$ cat config.mk
export PLATFORM = sky130hd
export DESIGN_NAME = btn_filter
export DESIGN_NICKNAME = d
export VERILOG_FILES = /design/src/rtl/btn_filter.sv
export SDC_FILE = /design/constraint.sdc
export NUM_CORES = 1
export LEC_CHECK = 0
export CORE_MARGIN = 4
export CORE_UTILIZATION = 45
export DETAILED_ROUTE_END_ITERATION = 8
export DONT_BUFFER_PORTS = 1
export PLACE_DENSITY_LB_ADDON = 0.12
export SKIP_CTS_REPAIR_TIMING = 1
export SYNTH_ARGS = -nofsm -noshare
export SYNTH_HDL_FRONTEND = slang
export SYNTH_SLANG_ARGS = --single-unit
$ cat constraint.sdc
create_clock -name clk -period 2.8 [get_ports clk]
set_input_delay 0.7 -clock clk [delete_from_list [all_inputs] [get_ports clk]]
set_output_delay 0.7 -clock clk [all_outputs]
set_load 0.01 [all_outputs]
$ cat src/rtl/btn_filter.sv
// btn_filter: debounces a pre-synchronized button level and reports press, release and long-press events.
// Latency: press/release become visible on the edge that samples the STABLE_CYCLES-th consecutive equal level.
// Backpressure: none; outputs are free-running registered levels and one-cycle pulses.
//
// Ports:
//   clk           - single clock, all state updates on its rising edge
//   rst_n         - asynchronous active-low reset
//   btn_sync      - button level, already synchronized to clk
//   btn_level     - debounced button level
//   press_pulse   - one-cycle pulse per qualified press
//   release_pulse - one-cycle pulse per qualified release
//   long_press    - one-cycle pulse once a press has been held LONG_CYCLES cycles
//
// Optional feature: define BTN_FILTER_LONG_PRESS_EN to build the long-press counter;
// without it long_press is tied low and no long counter exists.
module btn_filter #(
    parameter int STABLE_CYCLES = 1000000,
    parameter int LONG_CYCLES   = 100000000
) (
    input  logic clk,
    input  logic rst_n,
    input  logic btn_sync,
    output logic btn_level,
    output logic press_pulse,
    output logic release_pulse,
    output logic long_press
);

    localparam int CW = $clog2(STABLE_CYCLES + 1);
    localparam logic [CW-1:0] CNT_LAST = CW'(STABLE_CYCLES - 1);

    typedef enum logic [1:0] {
        IDLE,
        PRESS_WAIT,
        HELD,
        RELEASE_WAIT
    } state_t;

    state_t        state;
    logic [CW-1:0] count;

    // Qualifying edges: the sample on this edge must still match the level being
    // qualified, so a level change on the qualifying edge falls into the abort path.
    logic press_qual;
    logic release_qual;

    assign press_qual   = (state == PRESS_WAIT)   &&  btn_sync && (count == CNT_LAST);
    assign release_qual = (state == RELEASE_WAIT) && !btn_sync && (count == CNT_LAST);

    always_ff @(posedge clk or negedge rst_n) begin
        if (!rst_n) begin
            state         <= IDLE;
            count         <= '0;
            btn_level     <= 1'b0;
            press_pulse   <= 1'b0;
            release_pulse <= 1'b0;
        end else begin
            press_pulse   <= 1'b0;
            release_pulse <= 1'b0;
            case (state)
                IDLE: begin
                    if (btn_sync) begin
                        state <= PRESS_WAIT;
                        count <= CW'(1);
                    end
                end
                PRESS_WAIT: begin
                    if (!btn_sync) begin
                        state <= IDLE;
                        count <= '0;
                    end else if (press_qual) begin
                        state       <= HELD;
                        count       <= '0;
                        btn_level   <= 1'b1;
                        press_pulse <= 1'b1;
                    end else begin
                        count <= count + CW'(1);
                    end
                end
                HELD: begin
                    if (!btn_sync) begin
                        state <= RELEASE_WAIT;
                        count <= CW'(1);
                    end
                end
                RELEASE_WAIT: begin
                    if (btn_sync) begin
                        // Glitch during release: fall back to held, level stays high.
                        state <= HELD;
                        count <= '0;
                    end else if (release_qual) begin
                        state         <= IDLE;
                        count         <= '0;
                        btn_level     <= 1'b0;
                        release_pulse <= 1'b1;
                    end else begin
                        count <= count + CW'(1);
                    end
                end
                default: begin
                    state <= IDLE;
                    count <= '0;
                end
            endcase
        end
    end

`ifdef BTN_FILTER_LONG_PRESS_EN
    localparam int LW = $clog2(LONG_CYCLES + 1);
    localparam logic [LW-1:0] LONG_MAX = LW'(LONG_CYCLES);

    logic [LW-1:0] long_count;

    // Counts cycles spent held (including release qualification); it saturates at
    // LONG_CYCLES so the pulse fires once per press.
    always_ff @(posedge clk or negedge rst_n) begin
        if (!rst_n) begin
            long_count <= '0;
            long_press <= 1'b0;
        end else begin
            long_press <= 1'b0;
            if (press_qual || release_qual) begin
                long_count <= '0;
            end else if (((state == HELD) || (state == RELEASE_WAIT)) && (long_count < LONG_MAX)) begin
                long_count <= long_count + LW'(1);
                if (long_count == LONG_MAX - LW'(1)) begin
                    long_press <= 1'b1;
                end
            end
        end
    end
`else
    assign long_press = 1'b0;
`endif

endmodule

==> key figures, run 1 <==
Cells and area
  – Diodes inserted: 0
  – # fillers: 276
  – Reg area: 626 um^2
  – Area delta synth->final: 1.62%
  – Fraction of layout cells with a size suffix above 1: 0.0759
  – Nets: 150
  – Multi-input gate area: 686 um^2

CTS
  – Clk_lat worst skew: 0.31 ns
  – Clock slew at reported path FFs: 0.13 ns
  – CTS Buf Count: 3
  – CTS tree: yes
  – Clock Tree Buf Depth: 2
  – CTS Root Cell: clkbuf_4
  – H-tree levels: 1
  – CTS sink cnt: 25

Placed design
  – GP Congestion: 0.767
  – Dpl ws: 0.644 ns
  – Port Buf Inserts: 0
  – Detail Placement HPWL: 1950 um

Timing
  – Final Slew Violations: 0
  – Final hold vios: 0
  – Actual slew at the worst max-slew pin: 0.797 ns
  – Clk_skew: 0.00335 ns
  – FMAX: 456 MHz
  – PnR worst setup slack: 0.608 ns
  – Finish-stage setup viols: 0
  – Min Hold Slack: 0.0603 ns
  – Relative slew slack: 0.467
  – Setup Total Neg Slack: 0 ns
  – Min Clock Period, post-route: 2.19 ns
  – Period Utilization, post-route: 0.783
  – Unrepaired setup endpoints after global routing: no

Setup path
  – Reg-to-Reg Start: count[0]$_DFFE_PN0P_
  – Critical Path Fanout Max: 22
  – Crit start category: register
  – Critical Path Start: count[0]$_DFFE_PN0P_
  – Crit Path Category: register to register
  – CP endpoint kind: register
  – Critical path data arrival time: 2.41 ns
  – Required time of the critical path: 3.02 ns

Power and ir drop
  – Power Density: 415 nW/um^2
  – Max VDD drop: 260 uV
  – LEAKAGE: 0.573 nW

GRT
  – Vias in the first global route: 1120
  – First-pass GRT wire length: 4900 um
  – Overall routing resource usage: 0.154
  – Largest net degree at the start of global routing: 26
  – GR Overflow Total: 0
  – Antenna violations before repair: 0

Yosys
  – Seq/Total Area, Yosys: 0.450
  – Synth top area share: 0.450
  – Compound-gate portion of the synthesized area: 0.193
  – Mapped Cells: 149
  – Synth area leader: dfrtp_1
  – Post-Synthesis Cell Area: 1390 um^2
  – Post-synthesis mux area share: 0.0297
  – Top FF cell, synth: dfrtp_1
  – Post-Synth Simple-Gate Area: 0.240
  – Largest family of logic cells by synthesized area: simple AND/OR/NAND/NOR gates
  – Post-Synth XOR/XNOR Area: 0.0189
  – EDFF count, synth: 0
  – Synth cell types: 39
  – Ys async rst share: 1.00
  – Synth top area cells: dfrtp_1 (45%), a21oi_1 (5.0%), a31oi_1 (3.6%), nand4_1 (3.6%), nand2_1 (3.2%)
  – Syn Nets: 153
  – Yosys warning count: 0
  – Avg Cell Area, Syn: 9.33 um^2
  – Synth Register Bits: 25
  – Post-Synth Adder-Cell Area: 0.00900

Floorplanning
  – Core Area: 2850 um^2
  – Core Rows: 19
  – Die height: 63.6 um
  – Io pins: 7
  – Initial Util: 0.487
  – Chip width: 63.6 um
  – Die Area: 4040 um^2

Min path
  – Worst Hold Class: input pin to async pin

Drt
  – Drt wl/cell: 15.6 um
  – Post-route ant nets: 0
  – Initial DRT Pass Iterations: 4
  – Via/cell ratio: 6.19
  – Residual DRC: 0
  – DRT Wirelength: 2750 um
  – Starting DRC count in detailed routing: 47
  – Via count: 1089

Flow run
  – Max-Cap Viols: 0

Outcome
  – Outcome: finished clean
[synth_stat cells, drive strengths merged (4+ instances only)]
master and n:
a21oi 14, a22o 4, a31oi 8, buf 5, clkbuf 5, dfrtp 25
inv 4, nand2 12, nand3 7, nand4 8, nor2 9, nor3 4
nor4 4, o21ai 6
[cell families after synthesis]
logic type,Yosys count
AND/OR/NAND/NOR,59
AO/OA/AOI/OAI,42
flip-flops,25
buffers and inverters,14
multiplexers,4
XOR/XNOR,3
adder cells (fa/ha/maj),1
other,1
[final timing paths]
| path | depth (start not counted) | slack (ns) | endpoint |
|---|---|---|---|
| max | 7 | 0.61 | count[8]$_DFFE_PN0P_ |
| max reg2reg | 7 | 0.61 | count[8]$_DFFE_PN0P_ |
| min | 0 | 0.06 | count[8]$_DFFE_PN0P_ |
| min in group clk | 1 | 0.43 | release_pulse$_DFF_PN0_ |
| min reg2reg | 1 | 0.49 | count[19]$_DFFE_PN0P_ |
| max in group asynchronous | 1 | 1.55 | count[6]$_DFFE_PN0P_ |
[routing by layer]
| metal | track usage | up-vias | share of wire | wire length (um) |
|---|---|---|---|---|
| li1 | - | 543 | - | - |
| met1 | 0.201 | 516 | 0.48 | 1310 |
| met2 | 0.243 | 28 | 0.47 | 1300 |
| met3 | 0.0284 | 2 | 0.044 | 121 |
| met4 | 0.0782 | 0 | 0.0080 | 22 |
| met5 | 0 | - | 0 | 0 |
[critical path, cell delays in order, from the launching register on]
cell      delay, ns
dfrtp_1        0.41
ha_1           0.21
and4_1         0.32
nand3b_1       0.17
o31a_1         0.36
buf_4          0.24
a21o_1         0.17
a22o_1         0.22
[where the power goes]
group	leakage, nW	switching, mW	internal [mW]
Combinational	0.216	0.0286	0.0174
Clock	0.0139	0.105	0.0544
Sequential	0.343	0.0107	0.370
[cells in the final DEF, fill, tap and decap left out, types with 2 or more instances in the layout]
| master | Yosys | final |
|---|---|---|
| nand3_1 | 6 | 6 |
| o21ai_0 | 6 | 6 |
| nand4_1 | 8 | 8 |
| nand2_1 | 12 | 12 |
| inv_1 | 4 | 4 |
| and4_1 | 2 | 2 |
| nor4_1 | 2 | 2 |
| nor4_2 | 2 | 2 |
| nor2_1 | 9 | 9 |
| a22o_1 | 4 | 4 |
| dfrtp_1 | 25 | 25 |
| o31a_1 | 3 | 3 |
| a31oi_1 | 8 | 8 |
| a21oi_1 | 14 | 14 |
| nand2b_1 | 3 | 3 |
| and2_1 | 3 | 3 |
| a21o_1 | 3 | 3 |
| or3_1 | 2 | 2 |
| clkbuf_4 | 0 | 3 |
| nor3_1 | 4 | 4 |
| mux2i_1 | 3 | 3 |
| xor2_1 | 2 | 2 |
[flip-flops by register name, indices dropped and copies added, names as in the netlist, named ones only]
register and flops:
press_pulse 1, count 20, state 1, release_pulse 1, btn_level 1
[cell type report]
cell class | count | area share
multi-input cells | 110 | 0.485
flip-flops and latches | 25 | 0.443
well taps | 31 | 0.0275
clock buffers | 3 | 0.0159
repair buffers | 2 | 0.0124
inverters | 4 | 0.0106
clock inverters | 1 | 0.00531
[metrics by stage]
step           std cells  power [mW]  instance area (um^2)  utilization
2_1_floorplan        149       0.424                  1390            -
3_3_place_gp         171       0.428                  1370        0.481
3_5_place_dp         171       0.429                  1370        0.481
4_1_cts              175       0.599                  1400        0.492
5_1_grt              176       0.635                  1410        0.495
6_report             176       0.587                  1410        0.495
Note: power is estimated with default switching activity, not from simulation.
==> run 2: changes to the inputs <==
==> constraint.sdc (replaced) <==
create_clock -name clk -period 1.8 [get_ports clk]
set_input_delay 0.45 -clock clk [delete_from_list [all_inputs] [get_ports clk]]
set_output_delay 0.45 -clock clk [all_outputs]
set_load 0.01 [all_outputs]
==> key figures, run 2 (synthesis gave the netlist of run 1 again) <==
Power and ir drop
  – Max VDD drop: 393 uV (was 260 uV)
  – Net Switching: 0.270 mW (was 0.145 mW)
  – Int Power: 0.739 mW (was 0.442 mW)
  – LEAKAGE: 0.835 nW (was 0.573 nW)
  – Sequential power share: 0.589 (was 0.650)
  – Combinational power share: 0.147 (was 0.078)
  – Clock Power Share: 0.264 (was 0.272)
  – Power Density: 532 nW/um^2 (was 415 nW/um^2)
  – Sw frac: 0.268 (was 0.246)

Drt
  – Starting DRC count in detailed routing: 75 (was 47)
  – Initial DRT Pass Iterations: 6 (was 4)
  – Drt wl/cell: 16.6 um (was 15.6 um)
  – DRT Wirelength: 3610 um (was 2750 um)
  – Post-route ant nets: 0 (unchanged)
  – Via/cell ratio: 6.04 (was 6.19)
  – Residual DRC: 0 (unchanged)
  – Via count: 1317 (was 1089)

Floorplanning
  – Die height: 63.6 um (unchanged)
  – Initial Util: 0.487 (unchanged)
  – Io pins: 7 (unchanged)
  – Die Area: 4040 um^2 (unchanged)
  – Chip width: 63.6 um (unchanged)
  – Core Rows: 19 (unchanged)
  – Core Area: 2850 um^2 (unchanged)

Setup path
  – WP buf/inv: 3 (was 1)
  – Crit start category: register (unchanged)
  – Critical path data arrival time: 2.14 ns (was 2.41 ns)
  – Slowest CP cell: dfrtp_1 (unchanged)
  – Register-to-Register Path Depth: 9 (was 7)
  – Reg2reg end: count[3]$_DFFE_PN0P_ (was count[8]$_DFFE_PN0P_)
  – Crit Path Category: register to register (unchanged)
  – Critical Path Fanout Max: 6 (was 22)
  – Worst-path cell chain: ha_2, and4_4, nand3b_1, o31a_1, buf_12, buf_8, buf_4, nand2_2, mux2i_1 (was ha_1, and4_1, nand3b_1, o31a_1, buf_4, a21o_1, a22o_1)
  – Largest stage delay on the critical path: 0.40 ns (was 0.41 ns)
  – Reg-to-Reg Start: count[0]$_DFFE_PN0P_ (unchanged)
  – CP endpoint kind: register (unchanged)
  – Reg2Reg Setup Slack: -0.11 ns (was 0.61 ns)
  – Number of cells on the critical path: 9 (was 7)
  – Required time of the critical path: 2.03 ns (was 3.02 ns)
  – CP top delay family: buffers and inverters (was compound AO/OA/AOI/OAI gates)

GRT
  – GR Overflow Total: 0 (unchanged)
  – Vias in the first global route: 1178 (was 1120)
  – Overall routing resource usage: 0.173 (was 0.154)
  – Antenna violations before repair: 0 (unchanged)
  – Largest net degree at the start of global routing: 26 (unchanged)
  – First-pass GRT wire length: 5560 um (was 4900 um)

Cells and area
  – Final core utilization: 0.664 (was 0.495)
  – Area delta synth->final: 36.4% (was 1.62%)
  – Reg area: 626 um^2 (unchanged)
  – Commonest non-fill, non-tap cell in the layout: buf_4 (was dfrtp_1)
  – Diodes inserted: 0 (unchanged)
  – Most frequent cells in the layout: buf_4 (35), dfrtp_1 (25), nand2_1 (10), a21oi_2 (10) (was dfrtp_1 (25), a21oi_1 (14), nand2_1 (12), nor2_1 (9))
  – Most flops, register: count (unchanged)
  – # fillers: 247 (was 276)
  – Largest register FFs: 20 (unchanged)
  – Multi-input gate area: 802 um^2 (was 686 um^2)
  – Fraction of layout cells with a size suffix above 1: 0.390 (was 0.0759)
  – Nets: 192 (was 150)
  – Finished Layout Cells: 218 (was 176)
  – Final instance area: 1900 um^2 (was 1410 um^2)

CTS
  – Clock slew at reported path FFs: 0.14 ns (was 0.13 ns)
  – CTS Root Cell: clkbuf_4 (unchanged)
  – Clock Tree Buf Depth: 2 (unchanged)
  – CTS tree: yes (unchanged)
  – H-tree levels: 1 (unchanged)
  – Clk_lat worst skew: 0.32 ns (was 0.31 ns)
  – CTS sink cnt: 25 (unchanged)
  – CTS Buf Count: 3 (unchanged)

Timing
  – Finish-stage setup viols: 20 (was 0)
  – Min Clock Period, post-route: 1.91 ns (was 2.19 ns)
  – FMAX: 523 MHz (was 456 MHz)
  – Period Utilization, post-route: 1.06 (was 0.783)
  – Final hold vios: 0 (unchanged)
  – PnR worst setup slack: -0.112 ns (was 0.608 ns)
  – Clk_skew: 0.00287 ns (was 0.00335 ns)
  – Unrepaired setup endpoints after global routing: yes (was no)
  – Final Slew Violations: 0 (unchanged)

Placed design
  – DP Area: 1630 um^2 (was 1370 um^2)
  – GP Congestion: 0.809 (was 0.767)
  – Placed Cells: 200 (was 171)
  – Detail Placement HPWL: 2290 um (was 1950 um)
  – Port Buf Inserts: 0 (unchanged)

Outcome
  – Failing checks: setup timing
  – Outcome: complete, but fails checks (was finished clean)

Min path
  – Worst hold endpoint: release_pulse$_DFF_PN0_
  – Worst min-delay path startpoint: btn_sync
  – Worst Hold Class: input pin to register (was input pin to async pin)
  – Worst hold path depth: 1

Flow run
  – Max-Cap Viols: 0 (unchanged)
[run 2: worst reg2reg max path: cells and delay by family (launching register included)]
kind | cells | cell delay, ns
fa+ha+maj | 1 | 0.19
buf+inv | 3 | 0.42
compound gates | 1 | 0.38
simple gates | 3 | 0.38
mux | 1 | 0.06
flops | 1 | 0.40
[run 2: final cells by class]
type	instances	area share
Tap cell	31	0.0205
Clock buffer	4	0.0139
Multi-Input combinational cell	110	0.423
Sequential cell	25	0.330
Inverter	4	0.00792
Timing Repair Buffer	44	0.205
[run 2: how the worst max path moves through the flow]
stage	slack (ns)	start	end
after CTS	-0.07	count[13]$_DFFE_PN0P_	count[5]$_DFFE_PN0P_
after floorplan	-0.07	count[13]$_DFFE_PN0P_	count[8]$_DFFE_PN0P_
after global placement	-0.02	count[19]$_DFFE_PN0P_	count[5]$_DFFE_PN0P_
after global routing	-0.21	count[1]$_DFFE_PN0P_	count[2]$_DFFE_PN0P_
final	-0.11	count[0]$_DFFE_PN0P_	count[3]$_DFFE_PN0P_
after detailed placement	-0.06	count[13]$_DFFE_PN0P_	count[5]$_DFFE_PN0P_
[run 2: layer usage]
metal	vias up	track usage	wire [um]
met3	4	0.0302	128
met5	-	0	0
li1	627	-	-
met4	0	0.0593	36
met2	32	0.275	1850
met1	654	0.235	1600
[run 2: power by group through the flow]
stage	combinational, mW	clock, mW	sequential [mW]
floorplan	0.0649	0	0.599
global placement	0.0937	0	0.600
detailed placement	0.0961	0	0.602
CTS	0.0964	0.277	0.591
global route	0.163	0.305	0.600
finish	0.148	0.266	0.595
[run 2: per-stage QoR]
| step | power [mW] | hold WS, ns | setup slack [ns] | setup TNS [ns] |
|---|---|---|---|---|
| after floorplan | 0.664 | 0.154 | -0.0711 | -0.269 |
| after global placement | 0.694 | 0.155 | -0.0211 | -0.0336 |
| after detailed placement | 0.698 | 0.155 | -0.0637 | -0.145 |
| after CTS | 0.965 | -0.218 | -0.0747 | -0.322 |
| after global routing | 1.07 | 0.137 | -0.205 | -3.16 |
| final | 1.01 | 0.165 | -0.112 | -1.39 |
==> run 3: changes to the inputs <==
--- a/config.mk
+++ b/config.mk
@@ -5,8 +5,8 @@
 export SDC_FILE = /design/constraint.sdc
 export NUM_CORES = 1
 export LEC_CHECK = 0
-export CORE_MARGIN = 4
 export CORE_UTILIZATION = 45
+export CTS_CLUSTER_DIAMETER = 60
 export DETAILED_ROUTE_END_ITERATION = 8
 export DONT_BUFFER_PORTS = 1
 export PLACE_DENSITY_LB_ADDON = 0.12
==> key figures, run 3 (synthesis gave the netlist of run 1 again) <==
Outcome
  – Outcome: complete, but fails checks (unchanged)
  – Failing checks: setup timing (unchanged)

Cells and area
  – Finished Layout Cells: 214 (was 218)
  – Largest register FFs: 20 (unchanged)
  – Final instance area: 1860 um^2 (was 1900 um^2)
  – Commonest non-fill, non-tap cell in the layout: buf_4 (unchanged)
  – Diodes inserted: 0 (unchanged)
  – Area delta synth->final: 33.5% (was 36.4%)
  – Nets: 188 (was 192)
  – Fraction of layout cells with a size suffix above 1: 0.399 (was 0.390)
  – Most frequent cells in the layout: buf_4 (33), dfrtp_1 (25), a21oi_2 (9) (was buf_4 (35), dfrtp_1 (25), nand2_1 (10), a21oi_2 (10))
  – Most flops, register: count (unchanged)

Setup path
  – Required time of the critical path: 2.02 ns (was 2.03 ns)
  – Crit start category: register (unchanged)
  – Largest stage delay on the critical path: 0.41 ns (was 0.40 ns)
  – Crit Path Category: register to register (unchanged)
  – CP top delay family: compound AO/OA/AOI/OAI gates (was buffers and inverters)
  – Critical path data arrival time: 2.09 ns (was 2.14 ns)
  – CP endpoint kind: register (unchanged)
  – Reg2reg end: count[1]$_DFFE_PN0P_ (was count[3]$_DFFE_PN0P_)
  – Reg2Reg Setup Slack: -0.06 ns (was -0.11 ns)
  – WP buf/inv: 2 (was 3)
  – Worst-path cell chain: ha_2, and4_4, nand3b_1, o31a_4, buf_12, buf_6, a22o_1 (was ha_2, and4_4, nand3b_1, o31a_1, buf_12, buf_8, buf_4, nand2_2, mux2i_1)
  – Critical Path Fanout Max: 7 (was 6)
  – Slowest CP cell: o31a_4 (was dfrtp_1)
  – Register-to-Register Path Depth: 7 (was 9)
  – Reg-to-Reg Start: count[0]$_DFFE_PN0P_ (unchanged)

Timing
  – FMAX: 537 MHz (was 523 MHz)
  – Relative slew slack: 0.574
  – Final Slew Violations: 0 (unchanged)
  – Final hold vios: 0 (unchanged)
  – Period Utilization, post-route: 1.04 (was 1.06)
  – Unrepaired setup endpoints after global routing: yes (unchanged)
  – Clk_skew: 0.00207 ns (was 0.00287 ns)
  – Finish-stage setup viols: 5 (was 20)
  – Setup Total Neg Slack: -0.186 ns (was -1.39 ns)
  – PnR worst setup slack: -0.0637 ns (was -0.112 ns)
  – Min Clock Period, post-route: 1.86 ns (was 1.91 ns)
  – Actual slew at the worst max-slew pin: 0.639 ns

CTS
  – CTS sink cnt: 25 (unchanged)
  – CTS Root Cell: clkbuf_4 (unchanged)
  – H-tree levels: 1 (unchanged)
  – Clk_lat worst skew: 0.32 ns (about the same)
  – CTS Buf Count: 3 (unchanged)
  – CTS tree: yes (unchanged)
  – Clock Tree Buf Depth: 2 (unchanged)
  – Clock slew at reported path FFs: 0.13 ns (was 0.14 ns)

Drt
  – Residual DRC: 0 (unchanged)
  – Post-route ant nets: 0 (unchanged)
  – Starting DRC count in detailed routing: 57 (was 75)
  – Drt wl/cell: 15.6 um (was 16.6 um)
  – DRT Wirelength: 3330 um (was 3610 um)
  – Initial DRT Pass Iterations: 5 (was 6)
  – Via/cell ratio: 6.00 (was 6.04)
  – Via count: 1285 (was 1317)

Flow run
  – Max-Cap Viols: 0 (unchanged)

GRT
  – Overall routing resource usage: 0.214 (was 0.173)
  – Largest net degree at the start of global routing: 26 (unchanged)
  – Antenna violations before repair: 0 (unchanged)
  – Vias in the first global route: 1243 (was 1178)
  – First-pass GRT wire length: 5490 um (was 5560 um)
  – GR Overflow Total: 0 (unchanged)

Placed design
  – Dpl ws: -0.0946 ns (was -0.0637 ns)
  – GP Congestion: 0.804 (was 0.809)
  – Port Buf Inserts: 0 (unchanged)
  – DP Area: 1640 um^2 (was 1630 um^2)
  – Detail Placement HPWL: 2360 um (was 2290 um)
  – Placed Cells: 202 (was 200)

Power and ir drop
  – Max VDD drop: 322 uV (was 393 uV)
  – LEAKAGE: 0.811 nW (was 0.835 nW)
  – Post-layout power: 0.975 mW (was 1.01 mW)
  – Power Density: 525 nW/um^2 (was 532 nW/um^2)

Floorplanning
  – Die Area: 3320 um^2 (was 4040 um^2)
  – Core Rows: 19 (unchanged)
  – Io pins: 7 (unchanged)
  – Initial Util: 0.487 (unchanged)
  – Core Area: 2850 um^2 (unchanged)
  – Chip width: 57.6 um (was 63.6 um)
  – Die height: 57.6 um (was 63.6 um)

Min path
  – Worst hold path depth: 1 (unchanged)
  – Worst Hold Class: input pin to register (unchanged)
  – Worst min-delay path startpoint: btn_sync (unchanged)
  – Worst hold endpoint: release_pulse$_DFF_PN0_ (unchanged)
-- run 3: changes by cell type in the layout (fill, tap and decap cells not counted), moves of 2 or more --
cell     before  now
nand2_2       1    4
buf_4        35   33
buf_8         2    0
nand2_1      10    8
o21ai_0       3    1
o21ai_2       0    2
-- run 3: worst max path at each step --
stage	from	to	slack (ns)	cells after the start
global route	count[0]$_DFFE_PN0P_	count[1]$_DFFE_PN0P_	-0.11	7
detailed placement	count[0]$_DFFE_PN0P_	release_pulse$_DFF_PN0_	-0.09	8
global placement	count[15]$_DFFE_PN0P_	release_pulse$_DFF_PN0_	-0.07	6
finish	count[0]$_DFFE_PN0P_	count[1]$_DFFE_PN0P_	-0.06	7
CTS	count[0]$_DFFE_PN0P_	release_pulse$_DFF_PN0_	-0.14	8
floorplan	count[13]$_DFFE_PN0P_	count[8]$_DFFE_PN0P_	-0.07	5
-- run 3: routing by layer --
metal,GRT usage,vias up,wire [um]
li1,-,622,-
met1,0.291,630,1490
met2,0.346,29,1700
met3,0.0317,4,103
met4,0.0836,0,36
met5,0,-,0
-- run 3: per-stage QoR --
step | util | hold slack, ns
after floorplan | - | 0.154
after global placement | 0.576 | 0.155
after detailed placement | 0.576 | 0.155
after CTS | 0.586 | -0.203
after global routing | 0.650 | 0.158
final | 0.650 | 0.171
-- run 3: report_power, final --
part           switching (mW)  leakage [nW]  total (mW)  internal, mW
sequential             0.0150         0.343       0.591         0.576
combinational          0.0674         0.453       0.133        0.0652
clock                   0.164        0.0150       0.251        0.0868
-- run 3: final cells by class --
type                            count  area, um^2
Clock buffer                        4        26.3
Fill cell                         238         997
Inverter                            4        15.0
Multi-Input combinational cell    110         807
Sequential cell                    25         626
Tap cell                           31        38.8
Timing Repair Buffer               40         343
